File: config.mk
export PLATFORM = sky130hd
export DESIGN_NAME = alt_vipvfr140_prc_queue_core
export DESIGN_NICKNAME = d
export VERILOG_FILES = /design/src/rtl/alt_vipvfr140_prc_queue_core.sv
export SDC_FILE = /design/constraint.sdc
export NUM_CORES = 1
export LEC_CHECK = 0
export ABC_AREA = 1
export CAP_MARGIN = 20
export CORE_UTILIZATION = 55
export CTS_CLUSTER_SIZE = 30
export DETAILED_ROUTE_END_ITERATION = 8
export GPL_ROUTABILITY_DRIVEN = 0
export PLACE_DENSITY = 0.76
export SLEW_MARGIN = 5
export SYNTH_ARGS = -nofsm -noshare
export SYNTH_HDL_FRONTEND = slang
export SYNTH_SLANG_ARGS = --single-unit
File: constraint.sdc
create_clock -name clock -period 4.98 [get_ports clock]
set_input_delay 0.996 -clock clock [delete_from_list [all_inputs] [get_ports clock]]
set_output_delay 0.996 -clock clock [all_outputs]
set_load 0.01 [all_outputs]
File: src/rtl/alt_vipvfr140_prc_queue_core.sv
// alt_vipvfr140_prc_queue_core: descriptor-queued packet reader core.
// Queues descriptors, issues burst read commands and emits one Avalon-ST
// packet per descriptor (type header beat, then sample beats).
// Optional feature macro: PRC_FRAME_REPEAT_EN (repeat_enable port and
// replay of the last popped descriptor while the queue is empty).
module alt_vipvfr140_prc_queue_core #(
  parameter int unsigned BITS_PER_SYMBOL              = 8,
  parameter int unsigned SYMBOLS_PER_BEAT             = 3,
  parameter int unsigned PACKET_SAMPLES_REQUIREDWIDTH = 32,
  parameter int unsigned BURST_LENGTH_REQUIREDWIDTH   = 7,
  parameter int unsigned MAX_BURST                    = 64,
  parameter int unsigned WORD_BYTES                   = 4,
  parameter int unsigned DESC_DEPTH                   = 4
) (
  input  logic                                          clock,
  input  logic                                          reset,
  input  logic                                          desc_valid,
  output logic                                          desc_ready,
  input  logic [31:0]                                   desc_addr,
  input  logic [3:0]                                    desc_type,
  input  logic [PACKET_SAMPLES_REQUIREDWIDTH-1:0]       desc_samples,
  output logic                                          cmd,
  input  logic                                          cmd_ready,
  output logic [31:0]                                   cmd_addr,
  output logic [BURST_LENGTH_REQUIREDWIDTH-1:0]         cmd_length_of_burst,
  input  logic                                          rdata_valid,
  output logic                                          rdata_ready,
  input  logic [BITS_PER_SYMBOL*SYMBOLS_PER_BEAT-1:0]   rdata,
  input  logic                                          ready_out,
  output logic                                          valid_out,
  output logic [BITS_PER_SYMBOL*SYMBOLS_PER_BEAT-1:0]   data_out,
  output logic                                          sop_out,
  output logic                                          eop_out,
  output logic                                          busy,
  output logic                                          complete,
  output logic [$clog2(DESC_DEPTH):0]                   queue_level
`ifdef PRC_FRAME_REPEAT_EN
  ,
  input  logic                                          repeat_enable
`endif
);

  localparam int unsigned DW  = BITS_PER_SYMBOL * SYMBOLS_PER_BEAT;
  localparam int unsigned SW  = PACKET_SAMPLES_REQUIREDWIDTH;
  localparam int unsigned BLW = BURST_LENGTH_REQUIREDWIDTH;
  localparam int unsigned PW  = $clog2(DESC_DEPTH);
  localparam int unsigned LW  = PW + 1;

  localparam logic [2:0] S_IDLE   = 3'd0;
  localparam logic [2:0] S_HEADER = 3'd1;
  localparam logic [2:0] S_CMD    = 3'd2;
  localparam logic [2:0] S_DATA   = 3'd3;
  localparam logic [2:0] S_DRAIN  = 3'd4;

  typedef struct packed {
    logic [31:0]   addr;
    logic [3:0]    ptype;
    logic [SW-1:0] samples;
  } desc_t;

  typedef struct packed {
    logic [DW-1:0] data;
    logic          sop;
    logic          eop;
  } beat_t;

  logic [2:0]     state_q, state_d;
  desc_t          fifo_q [DESC_DEPTH];
  desc_t          fifo_d [DESC_DEPTH];
  logic [PW-1:0]  wr_ptr_q, wr_ptr_d, rd_ptr_q, rd_ptr_d;
  logic [LW-1:0]  level_q, level_d;
  logic           desc_ready_q, desc_ready_d;
  logic [31:0]    addr_q, addr_d;
  logic [3:0]     cur_type_q, cur_type_d;
  logic [SW-1:0]  rem_cmd_q, rem_cmd_d, rem_data_q, rem_data_d;
  logic           cmd_q, cmd_d;
  logic [BLW-1:0] cmd_len_q, cmd_len_d;
  beat_t          buf0_q, buf0_d, buf1_q, buf1_d;
  logic [1:0]     buf_cnt_q, buf_cnt_d;
  logic           valid_out_q, valid_out_d;
  logic           rdata_ready_q, rdata_ready_d;
  logic           busy_q, busy_d;
  logic           complete_q, complete_d;

  logic           push_desc, pop_desc, load;
  desc_t          load_desc;
  logic           pop_beat, push_beat, space, counting, counting_d, take_rdata;
  beat_t          new_beat;

`ifdef PRC_FRAME_REPEAT_EN
  desc_t          shadow_q, shadow_d;
  logic           shadow_valid_q, shadow_valid_d;
`endif

  // Next-state: descriptor FIFO, packet FSM, command issue and skid buffer.
  always_comb begin
    state_d     = state_q;
    fifo_d      = fifo_q;
    wr_ptr_d    = wr_ptr_q;
    rd_ptr_d    = rd_ptr_q;
    level_d     = level_q;
    addr_d      = addr_q;
    cur_type_d  = cur_type_q;
    rem_cmd_d   = rem_cmd_q;
    rem_data_d  = rem_data_q;
    buf0_d      = buf0_q;
    buf1_d      = buf1_q;
    buf_cnt_d   = buf_cnt_q;
    busy_d      = busy_q;
    complete_d  = 1'b0;
    push_desc   = desc_valid && desc_ready_q;
    pop_desc    = 1'b0;
    load        = 1'b0;
    load_desc   = fifo_q[rd_ptr_q];
    pop_beat    = valid_out_q && ready_out;
    push_beat   = 1'b0;
    new_beat    = '0;
    space       = (buf_cnt_q != 2'd2);
    counting    = ((state_q == S_CMD) || (state_q == S_DATA)) && (rem_data_q != '0);
    take_rdata  = rdata_valid && rdata_ready_q && counting;
`ifdef PRC_FRAME_REPEAT_EN
    shadow_d       = shadow_q;
    shadow_valid_d = shadow_valid_q;
`endif

    case (state_q)
      S_IDLE: begin
        if (level_q != '0) begin
          pop_desc = 1'b1;
          load     = 1'b1;
`ifdef PRC_FRAME_REPEAT_EN
        end else if (repeat_enable && shadow_valid_q) begin
          load      = 1'b1;
          load_desc = shadow_q;
`endif
        end
        if (load) begin
          addr_d     = load_desc.addr;
          cur_type_d = load_desc.ptype;
          rem_cmd_d  = load_desc.samples;
          rem_data_d = load_desc.samples;
          busy_d     = 1'b1;
          state_d    = S_HEADER;
        end
      end
      S_HEADER: begin
        if (space) begin
          push_beat     = 1'b1;
          new_beat.data = DW'(cur_type_q);
          new_beat.sop  = 1'b1;
          new_beat.eop  = (rem_data_q == '0);
          state_d       = (rem_data_q == '0) ? S_DRAIN : S_CMD;
        end
      end
      S_CMD: begin
        if (cmd_q && cmd_ready) begin
          addr_d    = addr_q + 32'(cmd_len_q) * 32'(WORD_BYTES);
          rem_cmd_d = rem_cmd_q - SW'(cmd_len_q);
          if (rem_cmd_d == '0) state_d = S_DATA;
        end
      end
      S_DATA: begin
      end
      S_DRAIN: begin
        if (pop_beat && buf0_q.eop) begin
          complete_d = 1'b1;
          busy_d     = 1'b0;
          state_d    = S_IDLE;
        end
      end
      default: state_d = S_IDLE;
    endcase

    // Read data is counted in both CMD and DATA since commands and data overlap.
    if (take_rdata) begin
      push_beat     = 1'b1;
      new_beat.data = rdata;
      new_beat.sop  = 1'b0;
      new_beat.eop  = (rem_data_q == SW'(1));
      rem_data_d    = rem_data_q - SW'(1);
      if (rem_data_q == SW'(1)) state_d = S_DRAIN;
    end

    if (push_desc) begin
      fifo_d[wr_ptr_q].addr    = desc_addr;
      fifo_d[wr_ptr_q].ptype   = desc_type;
      fifo_d[wr_ptr_q].samples = desc_samples;
      wr_ptr_d = wr_ptr_q + PW'(1);
    end
    if (pop_desc) begin
      rd_ptr_d = rd_ptr_q + PW'(1);
`ifdef PRC_FRAME_REPEAT_EN
      shadow_d       = load_desc;
      shadow_valid_d = 1'b1;
`endif
    end
    case ({push_desc, pop_desc})
      2'b10:   level_d = level_q + LW'(1);
      2'b01:   level_d = level_q - LW'(1);
      default: level_d = level_q;
    endcase
    desc_ready_d = (level_d < LW'(DESC_DEPTH));

    // Two-entry skid buffer; buf0 is the head driving the source outputs.
    if (pop_beat && push_beat) begin
      if (buf_cnt_q == 2'd1) begin
        buf0_d = new_beat;
      end else begin
        buf0_d = buf1_q;
        buf1_d = new_beat;
      end
    end else if (pop_beat) begin
      buf0_d    = buf1_q;
      buf_cnt_d = buf_cnt_q - 2'd1;
    end else if (push_beat) begin
      if (buf_cnt_q == 2'd0) buf0_d = new_beat;
      else                   buf1_d = new_beat;
      buf_cnt_d = buf_cnt_q + 2'd1;
    end
    valid_out_d = (buf_cnt_d != 2'd0);

    cmd_d     = (state_d == S_CMD);
    cmd_len_d = cmd_d ? ((rem_cmd_d > SW'(MAX_BURST)) ? BLW'(MAX_BURST) : BLW'(rem_cmd_d))
                      : '0;

    // Outside a counting phase read data is accepted and discarded.
    counting_d    = ((state_d == S_CMD) || (state_d == S_DATA)) && (rem_data_d != '0);
    rdata_ready_d = counting_d ? (buf_cnt_d != 2'd2) : 1'b1;
  end

  // Control and datapath registers with synchronous reset.
  always_ff @(posedge clock) begin
    if (reset) begin
      state_q       <= S_IDLE;
      wr_ptr_q      <= '0;
      rd_ptr_q      <= '0;
      level_q       <= '0;
      desc_ready_q  <= 1'b1;
      addr_q        <= '0;
      cur_type_q    <= '0;
      rem_cmd_q     <= '0;
      rem_data_q    <= '0;
      cmd_q         <= 1'b0;
      cmd_len_q     <= '0;
      buf0_q        <= '0;
      buf1_q        <= '0;
      buf_cnt_q     <= '0;
      valid_out_q   <= 1'b0;
      rdata_ready_q <= 1'b0;
      busy_q        <= 1'b0;
      complete_q    <= 1'b0;
`ifdef PRC_FRAME_REPEAT_EN
      shadow_q       <= '0;
      shadow_valid_q <= 1'b0;
`endif
    end else begin
      state_q       <= state_d;
      wr_ptr_q      <= wr_ptr_d;
      rd_ptr_q      <= rd_ptr_d;
      level_q       <= level_d;
      desc_ready_q  <= desc_ready_d;
      addr_q        <= addr_d;
      cur_type_q    <= cur_type_d;
      rem_cmd_q     <= rem_cmd_d;
      rem_data_q    <= rem_data_d;
      cmd_q         <= cmd_d;
      cmd_len_q     <= cmd_len_d;
      buf0_q        <= buf0_d;
      buf1_q        <= buf1_d;
      buf_cnt_q     <= buf_cnt_d;
      valid_out_q   <= valid_out_d;
      rdata_ready_q <= rdata_ready_d;
      busy_q        <= busy_d;
      complete_q    <= complete_d;
`ifdef PRC_FRAME_REPEAT_EN
      shadow_q       <= shadow_d;
      shadow_valid_q <= shadow_valid_d;
`endif
    end
  end

  // Descriptor storage; contents are don't-care until written.
  always_ff @(posedge clock) begin
    fifo_q <= fifo_d;
  end

  assign desc_ready          = desc_ready_q;
  assign queue_level         = level_q;
  assign cmd                 = cmd_q;
  assign cmd_addr            = addr_q;
  assign cmd_length_of_burst = cmd_len_q;
  assign rdata_ready         = rdata_ready_q;
  assign valid_out           = valid_out_q;
  assign data_out            = buf0_q.data;
  assign sop_out             = buf0_q.sop;
  assign eop_out             = buf0_q.eop;
  assign busy                = busy_q;
  assign complete            = complete_q;

endmodule
* After elaboration in Yosys (flattened, before gate mapping)
Cells that the tools add are included.
** Cells by class
- Order comparisons :: 5
- Reductions and logical operators :: 33
- Bitwise operators :: 4
- Divide/modulo/power cells :: 0
- Muxes and demuxes :: 59
- Equality and inequality tests :: 18
- Add/sub/neg operators :: 9
- Multipliers :: 0
- Shift operators :: 0
** Operator list (count)
- $bwmux 272 :: 3
- $demux 68 s2 :: 3
- $mux 26 :: 11
- $mux 32 :: 8
- $mux 68 :: 3
- $bmux 68 s2 :: 1
- $pmux 32 s2 :: 2
- $logic_not 32->1 :: 2
- $reduce_bool 32->1 :: 2
- $mux 36 :: 1
- $add 32x9->32 :: 1
- $eq 32x1->1 const B :: 1
- $gt 32x7->1 const B :: 1
- $sub 32x1->32 const B :: 1
- $sub 32x7->32 :: 1
- $mux 3 :: 8
- $pmux 3 s5 :: 1
- $eq 3x2->1 const B :: 4
- $mux 6 :: 2
- $ne 2x2->1 const B :: 6
- $logic_and 1x1->1 :: 10
- $mux 1 :: 10
- $reduce_bool 3->1 :: 3
- $reduce_bool 2->1 :: 4
- other kinds (26) :: 39
** Word-level totals
- Memories :: 0
- Bits of input ports :: 98
- Output and inout bits :: 74
- Bits in writable memories :: 0
- Bits in registers :: 449
- Bits in read-only memories :: 0
- Latch bits :: 0

* Depth between registers and ports, before layout
Gate-level depths: netlist of the first run.
- Word-level depth :: 11
- Depth in mapped cells :: 21
- Gate-level depth less buffers :: 21

* Least setup slack after synthesis of the first run
Ideal clock, no wire load.
- Path kind :: input -> register
- Start :: input desc_valid
- End :: register fifo_q[0] (netlist name) (enable)
- Required time :: 4485 ps
- Buffers on the path :: 0
- Setup time :: 495 ps
- Stages on the path :: 2
- Data arrival time :: 4012 ps
- Slack :: 473 ps
- Cell sequence :: nand2_1 -> nor2_1
** On the way
- Longest elaborated chain between the ends :: 1
** Ends and longest elaborated chain
- start: declaration :: RTL line 17 : input logic desc_valid,
- $logic_and 1x1->1 :: RTL line 111 : push_desc = desc_valid && desc_ready_q;
- end signal: assignment :: RTL line 284 : fifo_q <= fifo_d;
- end: declaration :: RTL line 68 : desc_t fifo_q [DESC_DEPTH];
Every way passes these cells.
A chain may end at the register's enable or synchronous reset.

* Worst setup path after layout of the first run
- Start :: register rd_ptr_q[1]
- End :: register cmd_len_q[0], in the netlist cmd_length_of_burst[0]
** On the way
- Longest elaborated chain between the ends :: 8
** Ends and longest elaborated chain
- start: declaration :: RTL line 70 : logic [PW-1:0] wr_ptr_q, wr_ptr_d, rd_ptr_q, rd_ptr_d;
- start signal: assignment :: RTL line 259 : rd_ptr_q <= rd_ptr_d;
- $not 2->3 (not written as such) * :: RTL line 114 : load_desc = fifo_q[rd_ptr_q];
- $bmux 68 s2 * :: RTL line 114
- $mux 68 (not written as such) * (2 in a row) :: RTL line 114
- $mux 32 * :: RTL line 137 : if (load) begin
- $pmux 32 s2 * :: RTL line 126 : case (state_q)
- $gt 32x7->1 :: RTL line 223 : cmd_len_d = cmd_d ? ((rem_cmd_d > SW'(MAX_BURST)) ? BLW'(MAX_BURST) : BLW'(rem_cmd_d))
- $reduce_or 3->1 (no line)
- end signal: assignment :: RTL line 267 : cmd_len_q <= cmd_len_d;
- end: declaration :: RTL line 77 : logic [BLW-1:0] cmd_len_q, cmd_len_d;
Every way passes the cells marked *; elsewhere a longest branch is shown, timed or not. The select of a mux whose other input is x is not followed.

==> results of run 1 <==
## worst register-to-register path, delay by kind of cell, from the launching register on
family | cells | cell delay [ns]
buffers and inverters | 3 | 1.13
and+or+nand+nor | 9 | 1.26
DFF | 1 | 0.85
AOI/OAI and AO/OA | 3 | 0.34
## power groups by stage
stage	logic, µW	registers (µW)	clock network (µW)
3_3_place_gp	8520	5330	0
6_report	8980	5300	3520
3_5_place_dp	8680	5340	0
4_1_cts	8740	5280	3550
5_1_grt	9900	5370	3710
2_1_floorplan	6030	5310	0
## area by class of cell
type	instances	area (µm²)
Fill cell	3303	14500
Timing Repair Buffer	193	1930
Tap cell	532	666
Clock buffer	65	1340
Antenna cell	1	2.50
Sequential cell	449	11700
Inverter	371	1400
Clock inverter	23	201
Multi-Input combinational cell	1922	9110
## metrics by stage
stage,total power [µW],area (µm²),cells,worst slack [ns],util
floorplan,11300,22700,2872,0.473,-
global placement,13900,24800,3466,0.972,0.607
detailed placement,14000,24800,3466,0.857,0.607
CTS,17600,26300,3554,1.44,0.645
global route,19000,26400,3555,1.10,0.646
finish,17800,26400,3556,1.33,0.646
## worst max-delay path by stage
stage                             end         from  slack, ns  depth (start not counted)
6_report       cmd_length_of_burst[0]  rd_ptr_q[1]       1.33                         15
5_1_grt        cmd_length_of_burst[2]  rd_ptr_q[1]       1.10                         15
4_1_cts        cmd_length_of_burst[2]  rd_ptr_q[1]       1.44                         15
3_5_place_dp   cmd_length_of_burst[0]    cmd_ready       0.86                         17
3_3_place_gp   cmd_length_of_burst[0]    cmd_ready       0.97                         17
2_1_floorplan               fifo_q[0]   desc_valid       0.47                          2
## flip-flops by register name, indices dropped and copies added (netlist names), 4 cells and up
name	cells
fifo_q	272
cur_type_q	4
buf1_q	26
rem_cmd_q	32
data_out	24
rem_data_q	32
cmd_length_of_burst	7
cmd_addr	32
## cell usage in the layout, fill, tap and decap left out, types with 33 or more instances in the layout
cell type,netlist,routed
a21oi_1,174,174
a31oi_1,35,35
clkbuf_16,0,49
clkdlybuf4s50_1,0,170
dfxtp_1,177,175
edfxtp_1,272,272
inv_1,356,356
nand2_1,720,720
nand3_1,105,105
nor2_1,382,378
o21ai_0,242,242
o22ai_1,33,33
xor2_1,36,36
## layer usage
metal,routed length [µm],part of all wire,global-route usage,vias up
met4,1830,0.029,0.119,4
met2,28900,0.46,0.478,979
met3,5920,0.095,0.0573,127
li1,-,-,-,9642
met5,27,0.00043,0,-
met1,25500,0.41,0.384,9311
## logic make-up (layout without fill, tap and decap cells)
family          after synthesis  in the layout  share of synthesized area
flops                       449            449                      0.515
other cells                   0              1                          0
compound gates              562            562                      0.135
xor+xnor                     43             43                     0.0166
mux                           1              1                   0.000440
buf+inv                     501            652                     0.0858
simple gates               1288           1288                      0.230
fa+ha+maj                    28             28                     0.0164
==> impl_metrics.env, run 1 <==
export IMPL_worstSetupPathType="reg -> reg"
export IMPL_yosysMostFrequentCell="nand2_1"
export IMPL_power_density_mw_per_mm2=675
export IMPL_r2r_setup_slack_ns=1.33
export IMPL_yosys_top_cells_area="edfxtp_1 36%, dfxtp_1 16%, nand2_1 12%"
export IMPL_grt_pass1_wl_mm=96.8
export IMPL_netlist_top_cells_count="720 x nand2_1, 382 x nor2_1, 356 x inv_1"
export IMPL_cts_root_buffer="clkbuf_16"
export IMPL_synth_ff_type="edfxtp_1"
export IMPL_cts_buffer_depth=3
export IMPL_tightest_slew_ns=1.12
export IMPL_htreeDepth=2
export IMPL_maxCapViolCount=0
export IMPL_first_pass_iters=8
export IMPL_cp_cell_sequence="inv_1, buf_4, o21ai_0, o22ai_1, nand2_1, o21ai_0, inv_1, nand2_1, nor2_1, nand2_1, nor2_1, nand3_1, nor2_2, nand3_2, nor2_1"
export IMPL_cts_hold_buf=0
export IMPL_num_vias=20100
export IMPL_reg2regPathDepth=15
export IMPL_hold_path_class="reg -> reg"
export IMPL_grt_overflow=0
export IMPL_io_pins=172
export IMPL_antenna_found_initial=3
export IMPL_avgSynthCellArea_um2=7.91
export IMPL_fmax_mhz=274
export IMPL_yosys_register_bits=449
export IMPL_cts_tree="yes"
export IMPL_timing_rr_start="rd_ptr_q[1]"
export IMPL_syn_nets=2998
export IMPL_std_cell_rows=74
export IMPL_synth_area_mm2=0.0227
export IMPL_cp_start_kind="flip-flop"
export IMPL_r2r_end="cmd_length_of_burst[0]"
export IMPL_slowest_stage="dfxtp_2"
export IMPL_die_w_um=205
export IMPL_p_int_uw=9610
export IMPL_p_comb_frac=0.504
export IMPL_cp_max_fo=37
export IMPL_finalSetupViolations=0
export IMPL_ir_drop_mv=0.327
export IMPL_synth_largest_area_cell="edfxtp_1"
export IMPL_min_from="buf1_q[1]"
export IMPL_cts_sinks=449
export IMPL_cts_setup_buffers=0
export IMPL_ys_async_sr_fraction=0
export IMPL_p_switching_uw=8190
export IMPL_worstSetupEndpointType="flip-flop"
export IMPL_synth_top_area_share=0.359
export IMPL_crit_required_ns=5.52
export IMPL_path_buf_inv=3
export IMPL_synth_seq_area_share=0.515
export IMPL_clkLatencyLatePin_ns=0.61
export IMPL_dr_first_iter_drc_count=2036
export IMPL_hpwl_mm=40.7
export IMPL_setup_tns_ns=0
export IMPL_die_h_um=205
export IMPL_slew_headroom=0.251
export IMPL_final_nets=3111
export IMPL_cp_data_arrival_time_ns=4.19
export IMPL_synth_edff_count=272
export IMPL_drv_slew=0
export IMPL_clkPwrFrac=0.198
export IMPL_fin_crit_sh=0.733
export IMPL_wl_mm=62.2
export IMPL_sw_frac_of_total=0.460
export IMPL_route_detailed_drc=0
export IMPL_hold_violations=0
export IMPL_rsz0062_at_grt="false"
export IMPL_ant_nets=0
export IMPL_power_frac_seq=0.298
export IMPL_whs_path_depth=2
export IMPL_finClkSkew_ns=0.0199
export IMPL_first_global_vias=18900
export IMPL_yosys_warnings=0
export IMPL_max_stage_delay_ns=0.85
export IMPL_grt_start_max_net_pins=96
export IMPL_syn_inst=2872
export IMPL_start_util=0.557
export IMPL_avgViaCountPerCell=5.64
export IMPL_timing_hold_ws_ns=0.477
export IMPL_yosysUniqueCellTypes=52
export IMPL_port_buffers=171
export IMPL_critPathTopFamily="simple AND/OR/NAND/NOR gates"
export IMPL_finalCriticalPeriod_ns=3.65
export IMPL_grtUsageTotal=0.294
export IMPL_core_mm2=0.0408
export IMPL_wl_per_cell_um=17.5
export IMPL_area_growth_synth_to_final_pct=16.0
export IMPL_whs_endpoint="buf1_q[1]"
export IMPL_die_area_mm2=0.0421
export IMPL_numCtsBuffers=48
export IMPL_drive_gt1_frac=0.0483
export IMPL_post_cts_resized=0
export IMPL_path_clk_slew_ns=0.06
export IMPL_status="complete, no violations"
export IMPL_power_leakage_uw=0.0113
No activity file was read; power rests on OpenSTA's default activity.
==> run 2, diff against run 1 <==
--- a/config.mk
+++ b/config.mk
@@ -7,7 +7,7 @@
 export LEC_CHECK = 0
 export ABC_AREA = 1
 export CAP_MARGIN = 20
-export CORE_UTILIZATION = 55
+export CORE_UTILIZATION = 53
 export CTS_CLUSTER_SIZE = 30
 export DETAILED_ROUTE_END_ITERATION = 8
 export GPL_ROUTABILITY_DRIVEN = 0
==> constraint.sdc (replaced) <==
create_clock -name clock -period 3 [get_ports clock]
set_input_delay 0.6 -clock clock [delete_from_list [all_inputs] [get_ports clock]]
set_output_delay 0.6 -clock clock [all_outputs]
set_load 0.01 [all_outputs]
==> run 2 against run 1 <==
  * Setup slack worse by 1.2 ns
  * Via count rose by 1.7%
  * Combinational power up 74%
  * Maximum frequency increased by 29%
  * Hold slack worse by 0.14 ns
  * Sequential cell count unchanged
  * First-iteration DRC count rose by 11%
  * Sequential share of layout area shrank 0.86 points
  * Power grew 69%
  * Critical path depth increased by 4
  * Register-to-register slack worse by 1.2 ns
  * Final area up 2.0%
  * Critical path type unchanged
  * Critical endpoint is now cmd_length_of_burst[1]
  * Highest routed layer is now met4
==> impl_metrics.env, run 2 (synthesized netlist as in run 1, its figures left out) <==
export IMPL_utilization=0.638
export IMPL_cp_data_arrival_time_ns=3.36
export IMPL_cts_tree="yes"
export IMPL_fmax_mhz=354
export IMPL_fillCellCount=3413
export IMPL_wl_per_cell_um=17.7
export IMPL_setup_slack_ns=0.177
export IMPL_finClkSkew_ns=0.0267
export IMPL_route_detailed_drc=0
export IMPL_power_frac_seq=0.291
export IMPL_grtUsageTotal=0.294
export IMPL_cp_cell_sequence="inv_1, ha_1, inv_1, fa_1, nand2_2, nand2_1, nand3b_1, nand2_2, nand2_4, nand4_1, nand3_1, nand2_1, nor2_2, nand2_1, nor2_2, nand3_1, nor2_2, nand3_4, nor2_1"
export IMPL_clkLatencyLatePin_ns=0.61
export IMPL_final_cells=3617
export IMPL_cp_start_kind="flip-flop"
export IMPL_cp_depth=19
export IMPL_hold_violations=0
export IMPL_final_nets=3160
export IMPL_path_clk_slew_ns=0.06
export IMPL_die_w_um=209
export IMPL_p_switching_uw=13800
export IMPL_grtUsageMet2=0.475
export IMPL_crit_required_ns=3.54
export IMPL_tightest_slew_ns=0.888
export IMPL_area_growth_synth_to_final_pct=18.3
export IMPL_die_area_mm2=0.0437
export IMPL_largest_reg_flops=272
export IMPL_largest_register="fifo_q"
export IMPL_critPathTopFamily="simple AND/OR/NAND/NOR gates"
export IMPL_worstSetupPathType="reg -> reg"
export IMPL_io_pins=172
export IMPL_p_total_uw=30200
export IMPL_die_h_um=209
export IMPL_cts_hold_buf=0
export IMPL_max_stage_delay_ns=0.40
export IMPL_avgViaCountPerCell=5.64
export IMPL_fin_crit_sh=0.941
export IMPL_p_int_uw=16300
export IMPL_ir_drop_mv=0.595
export IMPL_final_cell_mix="714 x nand2_1, 373 x nor2_1, 355 x inv_1"
export IMPL_slowest_stage="fa_1"
export IMPL_final_common_cell="nand2_1"
export IMPL_timing_hold_ws_ns=0.339
export IMPL_num_vias=20400
export IMPL_cp_max_fo=8
export IMPL_std_cell_rows=75
export IMPL_whs_path_depth=2
export IMPL_finalSetupViolations=0
export IMPL_clkPwrFrac=0.191
export IMPL_cts_buffer_depth=3
export IMPL_p_comb_frac=0.518
export IMPL_port_buffers=171
export IMPL_drive_gt1_frac=0.0680
export IMPL_hold_path_class="in -> reg"
export IMPL_grtUsageMet3=0.0562
export IMPL_first_pass_iters=6
export IMPL_dp_slack_ns=0.0225
export IMPL_power_density_mw_per_mm2=1120
export IMPL_power_leakage_uw=0.0116
export IMPL_dp_cells=3520
export IMPL_htreeDepth=2
export IMPL_slew_headroom=0.408
export IMPL_antenna_found_initial=2
export IMPL_status="complete, no violations"
export IMPL_grt_util_met1=0.382
export IMPL_numCtsBuffers=49
export IMPL_core_mm2=0.0421
export IMPL_timing_rr_start="rem_cmd_q[0]"
export IMPL_path_buf_inv=2
export IMPL_grt_pass1_wl_mm=101
export IMPL_startpoint="rem_cmd_q[0]"
export IMPL_wl_mm=64.1
export IMPL_grt_overflow=0
export IMPL_worstSetupEndpointType="flip-flop"
export IMPL_busiest_layer="met2"
export IMPL_reg2regPathDepth=19
export IMPL_ant_nets=0
export IMPL_dr_first_iter_drc_count=2266
export IMPL_drv_slew=0
export IMPL_min_from="reset"
export IMPL_maxCapViolCount=0
export IMPL_sw_frac_of_total=0.459
export IMPL_finalCriticalPeriod_ns=2.82
export IMPL_first_global_vias=19300
export IMPL_grt_start_max_net_pins=85
export IMPL_cts_sinks=449
export IMPL_hpwl_mm=43.2
export IMPL_cts_root_buffer="clkbuf_16"
export IMPL_start_util=0.539
run 2: cell types whose count changed in the layout (fill, tap and decap cells not counted), sizes merged:
cell      delta
buf         +48
clkbuf       -4
clkinv       +3
inv          +3
clkinvlp     +2
diode        +2
run 2: path summary, 6_finish.rpt:
kind | endpoint | slack, ns
worst max-delay path | cmd_length_of_burst[1] | 0.18
worst min-delay path | buf1_q[20] | 0.34
worst max register to register | cmd_length_of_burst[1] | 0.18
worst min register to register | buf1_q[24] | 0.48
run 2: layout make-up:
cell class | count | area, µm² | share of cell area
inverter | 371 | 1400 | 0.0519
antenna | 3 | 7.51 | 0.000279
sequential | 449 | 11700 | 0.436
clock buffer | 61 | 1280 | 0.0478
tap | 539 | 674 | 0.0251
multi-input combinational | 1922 | 9160 | 0.341
timing repair buffer | 241 | 2400 | 0.0892
clock inverter | 31 | 246 | 0.00917
run 2: layer usage:
layer  up-vias  wire length (µm)
li1       9734                 -
met1      9483             25400
met2      1032             29800
met3       157              6490
met4         0              2340
met5         -                 0
run 2: worst register-to-register path: cells and delay by family (launching register included):
kind	cells	cell delay [ns]
fa+ha+maj	2	0.56
buf+inv	2	0.14
flops	1	0.29
simple gates	15	1.74
run 2: stage by stage:
step	instance area, µm²	TNS [ns]
after floorplan	22700	-302.66
after global placement	25300	0
after detailed placement	25300	0
after CTS	26800	0
after global routing	26900	-0.00750
final	26900	0
run 2: power groups by stage:
| stage | registers, µW | logic (µW) | clock network [µW] |
|---|---|---|---|
| global placement | 8820 | 14600 | 0 |
| global route | 8910 | 17200 | 6080 |
| floorplan | 8810 | 10000 | 0 |
| CTS | 8740 | 15000 | 5840 |
| finish | 8780 | 15600 | 5770 |
| detailed placement | 8850 | 14900 | 0 |
run 2: what timing repair did:
| action | CTS | global route |
|---|---|---|
| pin swaps | 1 | 4 |
| gates resized for setup | 2 | 19 |
| setup buffers | 1 | 1 |
| setup endpoints to repair | 1 | 10 |
| endpoints found under the hold margin | 0 | 0 |
